==> config.mk <==
export PLATFORM = sky130hd
export DESIGN_NAME = dram_arbiter_flat
export DESIGN_NICKNAME = d
export VERILOG_FILES = /design/src/rtl/dram_arbiter_if.sv /design/src/rtl/dram_arbiter.sv /design/src/flat_wrapper.sv
export SDC_FILE = /design/constraint.sdc
export NUM_CORES = 1
export LEC_CHECK = 0
export CORE_MARGIN = 2
export CORE_UTILIZATION = 50
export DETAILED_ROUTE_END_ITERATION = 12
export PLACE_DENSITY = 0.84
export SKIP_CTS_REPAIR_TIMING = 1
export SYNTH_ARGS = -nofsm -noshare
export SYNTH_HDL_FRONTEND = slang
export SYNTH_SLANG_ARGS = --single-unit
==> constraint.sdc <==
create_clock -name clk_i -period 9.24 [get_ports clk_i]
set_clock_uncertainty 0.1 [all_clocks]
set_input_delay 1.386 -clock clk_i [delete_from_list [all_inputs] [get_ports clk_i]]
set_output_delay 1.386 -clock clk_i [all_outputs]
set_load 0.02 [all_outputs]
==> src/rtl/dram_arbiter_if.sv <==
// Requester-side bus of the DRAM arbiter: two request ports plus shared ack/rdata/busy.
// The arbiter uses the slave view; a requester or bench uses the master view.
interface dram_arbiter_if #(
   parameter int ADDR_W = 16
);
   logic [1:0]        req_i;
   logic [1:0]        we_i;
   logic [ADDR_W-1:0] adr0_i;
   logic [ADDR_W-1:0] adr1_i;
   logic [31:0]       wd0_i;
   logic [31:0]       wd1_i;
   logic [1:0]        sel0_i;
   logic [1:0]        sel1_i;
   logic [1:0]        ack_o;
   logic [31:0]       rdata_o;
   logic              busy_o;

   modport slave (
      input  req_i, we_i, adr0_i, adr1_i, wd0_i, wd1_i, sel0_i, sel1_i,
      output ack_o, rdata_o, busy_o
   );

   modport master (
      output req_i, we_i, adr0_i, adr1_i, wd0_i, wd1_i, sel0_i, sel1_i,
      input  ack_o, rdata_o, busy_o
   );
endinterface

==> src/rtl/dram_arbiter.sv <==
// Two-port arbiter in front of the word-wide data DRAM: one access in flight,
// sub-word stores as read-modify-write, sign-extended sub-word loads.
module dram_arbiter #(
   parameter int ADDR_W = 16,
   parameter bit RR_EN  = 1'b1
) (
   input  logic              clk_i,
   input  logic              reset_i,
   dram_arbiter_if.slave     bus,
   output logic [ADDR_W-3:0] ram_adr_o,
   output logic              ram_we_o,
   output logic [31:0]       ram_wd_o,
   input  logic [31:0]       ram_rd_i
);

   typedef enum logic [1:0] {
      S_IDLE     = 2'd0,
      S_ACCESS   = 2'd1,
      S_MERGE_WR = 2'd2,
      S_DONE     = 2'd3
   } state_t;

   state_t            r_state;
   state_t            w_next;
   logic              r_port;
   logic              r_last_grant;
   logic              r_we;
   logic [ADDR_W-1:0] r_adr;
   logic [31:0]       r_wd;
   logic [1:0]        r_sel;
   logic [31:0]       r_merge;
   logic [31:0]       r_rdata;
   logic              w_port;
   logic              w_any_req;
   logic              w_word;

   // Load lane extraction: byte by adr[1:0], half by adr[1], sign-extended.
   function automatic logic [31:0] load_extract(input logic [31:0] word,
                                                input logic [1:0]  lane,
                                                input logic [1:0]  sel);
      logic signed [7:0]  b;
      logic signed [15:0] h;
      logic signed [31:0] v;
      case (lane)
         2'd0:    b = word[7:0];
         2'd1:    b = word[15:8];
         2'd2:    b = word[23:16];
         default: b = word[31:24];
      endcase
      h = lane[1] ? word[31:16] : word[15:0];
      case (sel)
         2'b00:   v = {{24{b[7]}}, b};
         2'b01:   v = {{16{h[15]}}, h};
         default: v = word;
      endcase
      return v;
   endfunction

   function automatic logic [31:0] merge_lanes(input logic [31:0] old,
                                               input logic [31:0] wd,
                                               input logic [1:0]  lane,
                                               input logic        half);
      logic [31:0] m;
      m = old;
      if (half) begin
         if (lane[1]) m[31:16] = wd[15:0];
         else         m[15:0]  = wd[15:0];
      end else begin
         case (lane)
            2'd0:    m[7:0]   = wd[7:0];
            2'd1:    m[15:8]  = wd[7:0];
            2'd2:    m[23:16] = wd[7:0];
            default: m[31:24] = wd[7:0];
         endcase
      end
      return m;
   endfunction

   assign w_any_req = |bus.req_i;
   assign w_word    = r_sel[1];
   assign ram_adr_o = r_adr[ADDR_W-1:2];
   assign bus.rdata_o = r_rdata;

   // Winner: a lone requester wins; on a tie, round-robin or fixed port 0.
   always_comb begin
      w_port = 1'b0;
      case (bus.req_i)
         2'b10:   w_port = 1'b1;
         2'b11:   w_port = RR_EN ? ~r_last_grant : 1'b0;
         default: w_port = 1'b0;
      endcase
   end

   always_ff @(posedge clk_i or posedge reset_i) begin
      if (reset_i) r_state <= S_IDLE;
      else         r_state <= w_next;
   end

   always_comb begin
      w_next      = r_state;
      ram_we_o    = 1'b0;
      ram_wd_o    = 32'h0;
      bus.ack_o   = 2'b00;
      bus.busy_o  = (r_state != S_IDLE);
      case (r_state)
         S_IDLE: begin
            if (w_any_req) w_next = S_ACCESS;
         end
         S_ACCESS: begin
            if (r_we && !w_word) begin
               w_next = S_MERGE_WR;
            end else begin
               w_next = S_DONE;
            end
            if (r_we && w_word) begin
               ram_we_o = 1'b1;
               ram_wd_o = r_wd;
            end
         end
         S_MERGE_WR: begin
            w_next   = S_DONE;
            ram_we_o = 1'b1;
            ram_wd_o = merge_lanes(r_merge, r_wd, r_adr[1:0], r_sel[0]);
         end
         S_DONE: begin
            w_next    = S_IDLE;
            bus.ack_o = r_port ? 2'b10 : 2'b01;
         end
         default: w_next = S_IDLE;
      endcase
   end

   // Grant latch in IDLE, load capture / RMW read in ACCESS.
   always_ff @(posedge clk_i or posedge reset_i) begin
      if (reset_i) begin
         r_port       <= 1'b0;
         r_last_grant <= 1'b1;
         r_we         <= 1'b0;
         r_adr        <= '0;
         r_wd         <= 32'h0;
         r_sel        <= 2'b00;
         r_merge      <= 32'h0;
         r_rdata      <= 32'h0;
      end else begin
         case (r_state)
            S_IDLE: begin
               if (w_any_req) begin
                  r_port       <= w_port;
                  r_last_grant <= w_port;
                  r_we         <= bus.we_i[w_port];
                  r_adr        <= w_port ? bus.adr1_i : bus.adr0_i;
                  r_wd         <= w_port ? bus.wd1_i  : bus.wd0_i;
                  r_sel        <= w_port ? bus.sel1_i : bus.sel0_i;
               end
            end
            S_ACCESS: begin
               if (!r_we) begin
                  r_rdata <= load_extract(ram_rd_i, r_adr[1:0], r_sel);
               end else if (!w_word) begin
                  r_merge <= ram_rd_i;
               end
            end
            default: ;
         endcase
      end
   end

endmodule

==> src/flat_wrapper.sv <==
// flat-port wrapper written by rule: the top's interface ports become plain ports
module dram_arbiter_flat 
#(
   parameter int ADDR_W = 16,
   parameter bit RR_EN  = 1'b1
)
  (clk_i, reset_i, ram_adr_o, ram_we_o, ram_wd_o, ram_rd_i, bus_req_i, bus_we_i, bus_adr0_i, bus_adr1_i, bus_wd0_i, bus_wd1_i, bus_sel0_i, bus_sel1_i, bus_ack_o, bus_rdata_o, bus_busy_o);
  dram_arbiter_if #(.ADDR_W(ADDR_W)) bus_i ();
  input  logic clk_i;
  input  logic reset_i;
  output logic [ADDR_W-3:0] ram_adr_o;
  output logic ram_we_o;
  output logic [31:0] ram_wd_o;
  input  logic [31:0] ram_rd_i;
  input wire logic [$bits(bus_i.req_i)-1:0] bus_req_i;
  input wire logic [$bits(bus_i.we_i)-1:0] bus_we_i;
  input wire logic [$bits(bus_i.adr0_i)-1:0] bus_adr0_i;
  input wire logic [$bits(bus_i.adr1_i)-1:0] bus_adr1_i;
  input wire logic [$bits(bus_i.wd0_i)-1:0] bus_wd0_i;
  input wire logic [$bits(bus_i.wd1_i)-1:0] bus_wd1_i;
  input wire logic [$bits(bus_i.sel0_i)-1:0] bus_sel0_i;
  input wire logic [$bits(bus_i.sel1_i)-1:0] bus_sel1_i;
  output wire logic [$bits(bus_i.ack_o)-1:0] bus_ack_o;
  output wire logic [$bits(bus_i.rdata_o)-1:0] bus_rdata_o;
  output wire logic [$bits(bus_i.busy_o)-1:0] bus_busy_o;
  assign bus_i.req_i = bus_req_i;
  assign bus_i.we_i = bus_we_i;
  assign bus_i.adr0_i = bus_adr0_i;
  assign bus_i.adr1_i = bus_adr1_i;
  assign bus_i.wd0_i = bus_wd0_i;
  assign bus_i.wd1_i = bus_wd1_i;
  assign bus_i.sel0_i = bus_sel0_i;
  assign bus_i.sel1_i = bus_sel1_i;
  assign bus_ack_o = bus_i.ack_o;
  assign bus_rdata_o = bus_i.rdata_o;
  assign bus_busy_o = bus_i.busy_o;
  dram_arbiter #(.ADDR_W(ADDR_W), .RR_EN(RR_EN)) u_core (.clk_i(clk_i), .reset_i(reset_i), .bus(bus_i), .ram_adr_o(ram_adr_o), .ram_we_o(ram_we_o), .ram_wd_o(ram_wd_o), .ram_rd_i(ram_rd_i));
endmodule
# == Yosys cells after proc, flatten, opt, wreduce, memory -nomap -nowiden ==
# Index checks and enable logic that the tools add are counted.
# totals
register_bits,119
input_bits,138
elab_cells,59
# op_classes
n_lt_le_gt_ge,1
n_eq_ne,9
muxes,25
n_bitwise,3
reduce_logical,12
# op_table
op,n
32-bit case mux with 2 select lines,2
32-bit two-way mux,3
16-bit two-way mux,4
8-bit two-way mux,4
8-bit case mux with 3 select lines,1
"2-bit equality test, second input constant",5
2-bit two-way mux,4
2-bit case mux with 4 select lines,1
"2-bit by 1-bit equality test with 1-bit output, second input constant",3
2-bit logical NOT,3
1-bit two-way mux,4
1-bit case mux with 2 select lines,2
2-bit AND reduction,2
1-bit inverter,3
3-bit AND reduction,1
3-bit OR reduction,1
1-bit logical AND,2
"1-bit by 2-bit less-than comparator with 1-bit output, second input constant",1
"2-bit by 1-bit inequality test with 1-bit output, second input constant",1
2-bit nonzero test,1
2-bit OR reduction,1
1-bit logical NOT,1

# == Depth between registers and ports, before layout ==
# depth
word_depth,5
ltp_mapped,8

# == Least setup slack after synthesis ==
# Ideal clock, no wire load.
# synth_path
path_type,register -> output
startpoint,reg u_core.r_state[0]
endpoint,out ram_wd_o[10]
t_arrival_ns,1.901
required_ns,7.754
slack_ns,5.853
stages_incl_launch_ff,7
path_buffers,1
path_cell_list,dfrtp_1 -> inv_1 -> ha_1 -> clkbuf_1 -> nor3b_2 -> o22ai_1 -> a21boi_0
# synth_between
elab_chain_len,2
word_cells_on_any_way,3
# synth_lines
item,line,text
start: declaration,dram_arbiter.sv:23,state_t r_state;
start signal: assignment,dram_arbiter.sv:96,else r_state <= w_next;
2-bit equality test / 2-bit by 1-bit equality test with 1-bit output (equally long branches),dram_arbiter.sv:105,case (r_state)
32-bit case mux with 2 select lines (*),dram_arbiter.sv:105,
end: declaration,flat_wrapper.sv:13,output logic [31:0] ram_wd_o;
# Mark *: on every way between the ends. The rest lies on a longest branch, timed or not.

# == Worst setup path in the final report ==
# layout_path
startpoint,reg u_core.r_state[0]
endpoint,out ram_wd_o[6]
# The elaborated chain is that of the path after synthesis.

==> metrics.yaml <==
crit_type: "reg2out"
netlist.area_leader.share_pct: 44.76
p_sw_uw: 1350
worst_slack_ns: 4.358
clock_latency_ns: 0.41
die_area_um2: 14130
p_comb_share_pct: 51.9
seq_area_um2: 2979
io_buffers: 219
post_drt_via_cell_ratio: 5.664
seq_area_frac_synth_pct: 45.15
numCtsBuffers: 17
run_status: "finished clean"
cap_violations: 0
drt_iter0_drc: 656
holdWs_ns: 0.3783
ys.flop_type: "dfrtp_1"
ys_types: 40
grt-ovfl-total: 0
drive_above_1_share_pct: 8.784
slew_headroom_pct: 16.73
die_w_um: 118.9
clock-sinks: 119
fin_nets: 1017
final_util_pct: 72.57
grt_max_degree: 84
synth_edf_count: 0
grt_usage_pct: 27.59
grt_pass1_wl_um: 30950
clkTransAtPathRegs_ns: 0.05
num_antenna_cells: 0
place.gp.congestion: 0.9426
power_frac_seq_pct: 30.1
core_region_area_um2: 12770
vias: 6004
required_ns: 7.75
synth_xor_area_share_pct: 0
fp-row-count: 41
ys_top_cells_by_area: "dfrtp_1, mux2i_1, o21ai_0"
powerDensity_nw_per_um2: 350.7
netlist_area_um2: 6598
multi_input_area_um2: 3241
start_util_pct: 51.65
critical_path_peak_fanout: 21
hold_viol: 0
yosys.area_share.adder_pct: 0.7586
fmax_mhz: 204.8
worstMarginPinSlew_ns: 1.249
dp_hpwl_um: 14330
stdcell_area_um2: 9270
ant_nets: 0
setup_viol: 0
dpl_worst_slack_ns: 4.919
fin_tns_setup_ns: 0
wl_per_cell_um: 18.59
fp.dieH_um: 118.9
grt_setup_unrepaired: "false"
synth_cells: 696
antenna_found_initial: 0
vdd_ir_drop_max_mv: 0.2039
synth_top_family_by_area: "compound AO/OA/AOI/OAI gates"
pwr-share-clk_pct: 18.1
synthArstFlopShare_pct: 100.0
swShare_pct: 41.52
fillCellCount: 926
clk_path_buf_depth: 2
avgSynthCellArea_um2: 9.479
synth_top_area_cell: "dfrtp_1"
cts_root_buf: "clkbuf_16"
ys_warn_count: 0
leakagePower_uw: 0.003950
grt_pass1_vias: 6111
synth_mux_area_share_pct: 14.58
first_pass_iters: 5
drc: 0
whs_path_depth: 2
min_period_ns: 4.882
syn_nets: 838
place_area_um2: 8742
htreeDepth: 4
ys_ff_latch: 119
slew_viol_final: 0
areaGrowthSynthToFinish_pct: 40.51
synth-compound-area-share_pct: 21.35
cts_tree: "built"
hold_class: "reg2reg"
ioPinCount: 220
synth-simple-area-share_pct: 12.04
period_share_pct: 52.84
crit_arrival_ns: 3.40
wl_um: 19700
p_int_uw: 1901
crit_path_end_kind: "output port"
rr_worst_depth: 5
cp-start-kind: "flip-flop"
## area by class of cell
cell class | count | share of cell area [%]
Multi-Input combinational cell | 497 | 34.96
Clock buffer | 27 | 5.426
Tap cell | 172 | 2.321
Timing Repair Buffer | 228 | 24.38
Inverter | 12 | 0.5129
Sequential cell | 119 | 32.14
Clock inverter | 5 | 0.2699
## logic make-up (layout without fill, tap and decap cells)
family | count (synthesis) | after routing
AO/OA/AOI/OAI | 223 | 223
adder cells (fa/ha/maj) | 4 | 4
buffers and inverters | 80 | 272
flip-flops | 119 | 119
multiplexers | 93 | 93
AND/OR/NAND/NOR | 177 | 177
## power groups by stage
| stage | combinational (uW) | clock, uW | sequential (uW) |
|---|---|---|---|
| global placement | 1610 | 0 | 971 |
| floorplan | 1070 | 0 | 992 |
| detailed placement | 1670 | 0 | 978 |
| CTS | 1680 | 590 | 973 |
| finish | 1690 | 587 | 978 |
| global route | 1810 | 618 | 1000 |
## layer usage
metal  wire [um]  up-vias  global-route usage [%]  part of all wire [%]
met1        7665     2904                   32.44                    39
met4         634        0                   11.38                   3.2
li1            -     2783                       -                     -
met2       10170      260                   48.56                    52
met5           0        -                       0                     0
met3        1231       57                   6.226                   6.2
## worst max-delay path: stages (launching register included)
cell	delay, ns
dfrtp_1	0.40
inv_1	0.10
ha_1	0.66
nand2_1	0.34
a21oi_1	0.62
a22o_1	0.25
clkdlybuf4s50_1	0.60
## layout by cell type (no fill, tap or decap), types with 11 or more instances in the layout
master	netlist	layout
mux2i_1	68	68
clkdlybuf4s50_1	0	219
nand2_1	93	93
mux2_2	25	25
o21ai_0	85	84
nor2_1	40	40
a22o_1	15	15
o22ai_1	14	14
clkbuf_16	0	17
dfrtp_1	118	118
inv_1	12	11
a21oi_1	62	62
a21boi_0	17	16
## Yosys cell counts (2+ instances only)
cell type and instances:
dfrtp_1 118, nand3b_1 8, ha_1 4, and2_1 10, a22o_1 15, nand2_1 93, a21oi_4 10, o31a_1 2
mux2i_1 68, a21o_1 8, o22ai_1 14, o2bb2ai_1 2, nor2b_1 10, buf_6 2, o21ai_0 85, nand2b_1 10
a221oi_1 2, a21boi_0 17, inv_1 12, a21oi_1 62, clkbuf_1 34, nor2_1 40, mux2_2 25, buf_4 14
buf_2 15, buf_1 2
## metrics by stage
step,power [uW],cells
3_5_place_dp,2645,1028
2_1_floorplan,2060,696
4_1_cts,3244,1060
3_3_place_gp,2580,1028
6_report,3251,1060
5_1_grt,3431,1060
## registers in the layout, indices dropped and copies added, names as in the netlist
signal	flops
u_core.r_state	2
u_core.r_wd	32
u_core.r_merge	32
u_core.r_port	1
u_core.bus.rdata_o	32
u_core.r_last_grant	1
u_core.r_adr	16
u_core.r_we	1
u_core.r_sel	2
## path summary, 6_finish.rpt
check / startpoint / to / slack (ns)
hold reg to reg: u_core.r_adr[9] / u_core.r_adr[9] / 0.38
min in group asynchronous: reset_i / u_core.bus.rdata_o[18] / 1.34
hold / removal: u_core.r_adr[9] / u_core.r_adr[9] / 0.38
max in group asynchronous: reset_i / u_core.r_merge[17] / 6.40
setup reg to reg: u_core.r_state[1] / u_core.bus.rdata_o[17] / 6.95
setup / recovery: u_core.r_state[0] / ram_wd_o[6] / 4.36
Power figures use the tool's default switching activity.
